`src/rtl/sa_tile_sequencer_pkg.sv`:
```
// Shared types and phase-length helpers for the systolic-array tile sequencer.
// Latency: n/a (types and elaboration-time functions only).
// Backpressure: n/a.
package sa_tile_sequencer_pkg;

   // 3-bit state encoding, shared by the top and the enable decoder
   typedef enum logic [2:0] {
      IDLE    = 3'd0,
      LOAD_W  = 3'd1,
      SHIFT_W = 3'd2,
      LOAD_A  = 3'd3,
      STREAM  = 3'd4,
      DRAIN   = 3'd5,
      DONE    = 3'd6
   } seq_state_t;

   // one bit per strobe the sequencer drives, registered as a group
   typedef struct packed {
      logic busy;
      logic done;
      logic w_req;
      logic a_req;
      logic ibuf_load;
      logic ibuf_out;
      logic wbuf_load;
      logic wbuf_out;
      logic obuf_load;
      logic obuf_out;
      logic write_weight;
   } seq_en_t;

   // phase lengths in cycles
   function automatic int len_load_w(input int aw);
      return aw;
   endfunction

   function automatic int len_shift_w(input int aw);
      return aw;
   endfunction

   function automatic int len_load_a(input int rows);
      return rows;
   endfunction

   // activations need ARRAY_W-1 extra cycles to skew through, results ARRAY_W more
   function automatic int len_stream(input int aw, input int rows);
      return rows + 2 * aw - 1;
   endfunction

   function automatic int len_drain(input int rows);
      return rows;
   endfunction

   // input buffer feeds the array while c < stream_in_end
   function automatic int stream_in_end(input int aw, input int rows);
      return rows + aw - 1;
   endfunction

   // output buffer captures results while c >= stream_out_begin
   function automatic int stream_out_begin(input int aw);
      return 2 * aw - 1;
   endfunction

endpackage

```
`src/rtl/sa_seq_enable_decode.sv`:
```
// Combinational decode of (state, phase counter) into the sequencer strobe vector.
// Latency: zero; the parent feeds next-state values and registers the result.
// Backpressure: none; pure function of its inputs.
module sa_seq_enable_decode
   import sa_tile_sequencer_pkg::*;
#(
   parameter int ARRAY_W = 4,
   parameter int ROWS    = 4,
   parameter int CNT_W   = 8
) (
   input  seq_state_t       state,
   input  logic [CNT_W-1:0] cnt,
   output seq_en_t          en
);

   localparam logic [CNT_W-1:0] IN_END    = CNT_W'(stream_in_end(ARRAY_W, ROWS));
   localparam logic [CNT_W-1:0] OUT_BEGIN = CNT_W'(stream_out_begin(ARRAY_W));

   // map each phase to its buffer enables and host request strobes
   always_comb begin
      en      = '0;
      en.busy = (state != IDLE);
      case (state)
         LOAD_W: begin
            en.wbuf_load = 1'b1;
            en.w_req     = 1'b1;
         end
         SHIFT_W: begin
            en.wbuf_out     = 1'b1;
            en.write_weight = 1'b1;
         end
         LOAD_A: begin
            en.ibuf_load = 1'b1;
            en.a_req     = 1'b1;
         end
         STREAM: begin
            en.ibuf_out  = (cnt < IN_END);
            en.obuf_load = (cnt >= OUT_BEGIN);
         end
         DRAIN:   en.obuf_out = 1'b1;
         DONE:    en.done     = 1'b1;
         default: en          = '0;
      endcase
   end

endmodule

```
`src/rtl/sa_tile_sequencer.sv`:
```
// Tile sequencer: drives buffer/weight enables and host strobes for one systolic tile.
// Latency: first phase enable the cycle after start is accepted; all outputs registered.
// Backpressure: none; start is ignored while busy, abort returns to IDLE next cycle.
// Optional: define SA_SEQ_PERF_CNT_EN to add the perf_cycles busy-cycle counter.
module sa_tile_sequencer
   import sa_tile_sequencer_pkg::*;
#(
   parameter int ARRAY_W = 4,   // must match the ARRAYWIDTH build of the array
   parameter int ROWS    = 4,   // 1..255
   parameter int CNT_W   = 8    // must hold ROWS + 2*ARRAY_W
) (
   input  logic clk,
   input  logic rst,
   input  logic start,
   input  logic reuse_weights,
   input  logic abort,
   output logic busy,
   output logic done,
   output logic w_req,
   output logic a_req,
   output logic res_valid,
   output logic input_buffer_load_en,
   output logic input_buffer_out_en,
   output logic weight_buffer_load_en,
   output logic weight_buffer_out_en,
   output logic output_buffer_load_en,
   output logic output_buffer_out_en,
   output logic write_weight_en
`ifdef SA_SEQ_PERF_CNT_EN
   ,output logic [31:0] perf_cycles
`endif
);

   localparam logic [CNT_W-1:0] LAST_LW = CNT_W'(len_load_w(ARRAY_W) - 1);
   localparam logic [CNT_W-1:0] LAST_SW = CNT_W'(len_shift_w(ARRAY_W) - 1);
   localparam logic [CNT_W-1:0] LAST_LA = CNT_W'(len_load_a(ROWS) - 1);
   localparam logic [CNT_W-1:0] LAST_ST = CNT_W'(len_stream(ARRAY_W, ROWS) - 1);
   localparam logic [CNT_W-1:0] LAST_DR = CNT_W'(len_drain(ROWS) - 1);

   seq_state_t       state, state_nx;
   logic [CNT_W-1:0] cnt, cnt_nx;
   seq_en_t          en_nx, en_q;
   logic             res_valid_q;
   logic             start_acc;

   assign start_acc = (state == IDLE) && start && !abort;

   // next state and counter; counter clears on every state entry
   always_comb begin
      state_nx = state;
      cnt_nx   = cnt + CNT_W'(1);
      if (state != IDLE && abort) begin
         state_nx = IDLE;
         cnt_nx   = '0;
      end else begin
         case (state)
            IDLE: begin
               cnt_nx = '0;
               if (start_acc) state_nx = reuse_weights ? LOAD_A : LOAD_W;
            end
            LOAD_W:  if (cnt == LAST_LW) begin state_nx = SHIFT_W; cnt_nx = '0; end
            SHIFT_W: if (cnt == LAST_SW) begin state_nx = LOAD_A;  cnt_nx = '0; end
            LOAD_A:  if (cnt == LAST_LA) begin state_nx = STREAM;  cnt_nx = '0; end
            STREAM:  if (cnt == LAST_ST) begin state_nx = DRAIN;   cnt_nx = '0; end
            DRAIN:   if (cnt == LAST_DR) begin state_nx = DONE;    cnt_nx = '0; end
            default: begin
               state_nx = IDLE;
               cnt_nx   = '0;
            end
         endcase
      end
   end

   sa_seq_enable_decode #(
      .ARRAY_W (ARRAY_W),
      .ROWS    (ROWS),
      .CNT_W   (CNT_W)
   ) u_decode (
      .state (state_nx),
      .cnt   (cnt_nx),
      .en    (en_nx)
   );

   // state, counter and registered strobes; res_valid trails obuf_out by one cycle
   always_ff @(posedge clk or posedge rst) begin
      if (rst) begin
         state       <= IDLE;
         cnt         <= '0;
         en_q        <= '0;
         res_valid_q <= 1'b0;
      end else begin
         state       <= state_nx;
         cnt         <= cnt_nx;
         en_q        <= en_nx;
         res_valid_q <= en_q.obuf_out;
      end
   end

   assign busy                  = en_q.busy;
   assign done                  = en_q.done;
   assign w_req                 = en_q.w_req;
   assign a_req                 = en_q.a_req;
   assign res_valid             = res_valid_q;
   assign input_buffer_load_en  = en_q.ibuf_load;
   assign input_buffer_out_en   = en_q.ibuf_out;
   assign weight_buffer_load_en = en_q.wbuf_load;
   assign weight_buffer_out_en  = en_q.wbuf_out;
   assign output_buffer_load_en = en_q.obuf_load;
   assign output_buffer_out_en  = en_q.obuf_out;
   assign write_weight_en       = en_q.write_weight;

`ifdef SA_SEQ_PERF_CNT_EN
   logic [31:0] perf_q;

   // busy-cycle counter: cleared on start accept, saturating, held while idle
   always_ff @(posedge clk or posedge rst) begin
      if (rst) begin
         perf_q <= '0;
      end else if (start_acc) begin
         perf_q <= '0;
      end else if (en_q.busy && perf_q != 32'hFFFF_FFFF) begin
         perf_q <= perf_q + 32'd1;
      end
   end

   assign perf_cycles = perf_q;
`endif

endmodule

```
`config.mk`:
```
export PLATFORM = sky130hd
export DESIGN_NAME = sa_tile_sequencer
export DESIGN_NICKNAME = d
export VERILOG_FILES = /design/src/rtl/sa_tile_sequencer_pkg.sv /design/src/rtl/sa_seq_enable_decode.sv /design/src/rtl/sa_tile_sequencer.sv
export SDC_FILE = /design/constraint.sdc
export NUM_CORES = 1
export LEC_CHECK = 0
export CORE_UTILIZATION = 47
export DETAILED_ROUTE_END_ITERATION = 8
export HOLD_SLACK_MARGIN = 0.05
export PLACE_DENSITY = 0.74
export SKIP_LAST_GASP = 1
export SYNTH_ARGS = -nofsm -noshare
export SYNTH_HDL_FRONTEND = slang
export SYNTH_SLANG_ARGS = --single-unit
```
`constraint.sdc`:
```
create_clock -name clk -period 2.2 [get_ports clk]
set_clock_uncertainty 0.05 [all_clocks]
set_input_delay 0.22 -clock clk [delete_from_list [all_inputs] [get_ports clk]]
set_output_delay 0.22 -clock clk [all_outputs]
set_load 0.005 [all_outputs]
```
==> out/qor.csv <==
metric,value,unit
status,finished clean,
avgViaCountPerCell,5.39,
placed_cells,162,
nFillCells,195,
finalInstanceArea,1360,µm²
grt_pass1_vias,813,
max_slew_margin,0.512,
crit_fanout,4,
htree_levels,1,
hold_path.class,input pin to async pin,
finalCritPeriodShare,0.927,
ys_warn_count,0,
syn_area,1120,µm²
hold_ws,277,ps
ys_seq_elements,20,
register_area,500,µm²
crit_type,register to register,
drive_above_1_share,0.130,
post_cts_buffers,0,
maxCapViolCount,0,
ioPinCount,17,
synthesis.instances,121,
num_rows,17,
dr_total_vias,894,
first_pass_iters,4,
dieArea,2580,µm²
worstMarginPinSlew,731,ps
slew_violations,0,
initial_core_util,0.502,
cts.clk_slew.worst_paths,120,ps
cts_made_buffers,3,
hold_viol,0,
totalWireLength,2100,µm
timing.critical_path.from_type,register,
place_area,1310,µm²
cts-root-buf,clkbuf_4,
cts_tree,built,
fin_cells,166,
wl_met3,100,µm
rsz0062_at_grt,false,
top_layer_used,met4,
clk_latency,300,ps
multi_input_area,532,µm²
critPathArrivalTime,2190,ps
antenna_found_initial,0,
cts-resized-gates,0,
clk_path_buf_depth,2,
synthToLayoutAreaGrowth,21.5,%
setup_viol,0,
grt_use_total,0.192,
drtAntennaViolNets,0,
gp_congestion,0.880,
fin_nets,146,
hold_buffers,0,
synth_ff_type,dfrtp_1,
grt-ovfl-total,0,
p_per_area,901,nW/µm²
crit_path_end_kind,register,
drt_iter0_markers,29,
fmax,490,MHz
synth_common_cells,"dfrtp_1 (20), nor2_1 (20), inv_1 (8), nand2_1 (8), xnor2_1 (6)",
cp_data_required_time,2350,ps
wl_met1,975,µm
synth_top_area_cell,dfrtp_1,
drcViolationCount,0,
ys_async_sr_fraction,1.00,
period_minus_slack,2040,ps
fin_tns_setup,0,ps
synth.avg_cell_area,9.27,µm²
synth_seq_area_share,0.446,
grt_start_max_net_pins,21,
die_h,50.8,µm
avgRoutedWirePerCell,12.7,µm
n_antenna_cell,0,
synth_edf_count,0,
design.core.area,2230,µm²
dp_hpwl,1550,µm
synthesis.nets,128,
synthTopCellsByArea,"dfrtp_1 (45%), nor2_1 (6.7%), xnor2_1 (4.7%), inv_1 (2.7%), nand2_1 (2.7%)",
synth_top_area_frac,0.446,
io_buffers,16,
routed-wl-met2,995,µm
power,1.23,mW
synth_cell_types,40,
power_leakage,0.599,nW
peakVddDrop,0.826,mV
die_w,50.8,µm
clkSinkCount,20,
grt_pass1_wl,3600,µm
## power breakdown
group / leakage [nW] / internal, mW / switching [mW]
clock network: 0.0279 / 0.184 / 0.118
registers: 0.270 / 0.426 / 0.0544
logic: 0.301 / 0.212 / 0.233
## through the flow
step	setup slack (ps)	util
floorplan	109	-
global placement	200	0.587
detailed placement	183	0.587
CTS	171	0.610
global route	97.6	0.610
finish	161	0.610
## final cells by class
| cell class | instances | share of cell area |
|---|---|---|
| tap | 28 | 0.0257 |
| inverter | 8 | 0.0220 |
| timing repair buffer | 23 | 0.156 |
| clock inverter | 1 | 0.0220 |
| multi-input combinational | 83 | 0.390 |
| clock buffer | 3 | 0.0165 |
| sequential | 20 | 0.367 |
## state kept, by name, summed over array words and instances, names as in the netlist
signal and flops:
res_valid 1, done 1, output_buffer_load_en 1, cnt 8, a_req 1, state 3, input_buffer_out_en 1, write_weight_en 1
weight_buffer_load_en 1, busy 1, output_buffer_out_en 1
## cell families after synthesis
| kind of cell | count (synthesis) | synth area share |
|---|---|---|
| xor gates and xnor gates | 8 | 0.0625 |
| adders and majority gates | 2 | 0.0223 |
| and+or+nand+nor | 51 | 0.232 |
| AOI/OAI and AO/OA | 20 | 0.137 |
| DFF | 20 | 0.446 |
| muxes | 2 | 0.0201 |
| buffers and inverters | 18 | 0.0792 |
## per-layer routing
layer	track usage	vias to the layer above
li1	-	445
met1	0.258	416
met2	0.302	29
met3	0.0298	4
met4	0.0926	0
met5	0	-
## cells in the final DEF (no fill, tap or decap), drive strengths merged
master,count
mux2,2
a221oi,3
or4,1
nor2b,1
o22ai,1
xor2,2
and3,4
o21bai,1
buf,7
clkbuf,3
a22oi,1
and3b,1
o21a,1
a2111oi,1
or2,1
ha,2
nand2b,4
nor2,20
inv,8
nand2,8
xnor2,6
nor4,2
nor3,1
o211ai,1
o21ai,3
a21oi,3
clkdlybuf4s50,16
o31ai,2
nand3,4
a41oi,1
and4,1
dfrtp,20
bufinv,1
a221o,1
or3,1
a211oi,1
nor3b,1
nand4,1
## worst max-delay path, cell delays in order, from the launching register on
cell,delay [ps]
dfrtp_1,390
or4_4,560
or3_4,400
a221o_1,360
and3_1,170
## path summary, 6_finish.rpt
path                                 startpoint        end  slack (ps)  cells past startpoint
setup reg to reg                         cnt[5]       done         160                      4
hold / removal                              rst     cnt[2]         280                      2
setup / recovery                         cnt[5]       done         160                      4
min in group clk           output_buffer_out_en  res_valid         340                      0
hold reg to reg            output_buffer_out_en  res_valid         340                      0
max in group asynchronous                   rst   state[1]        1360                      2
Note: power is estimated with default switching activity, not from simulation.
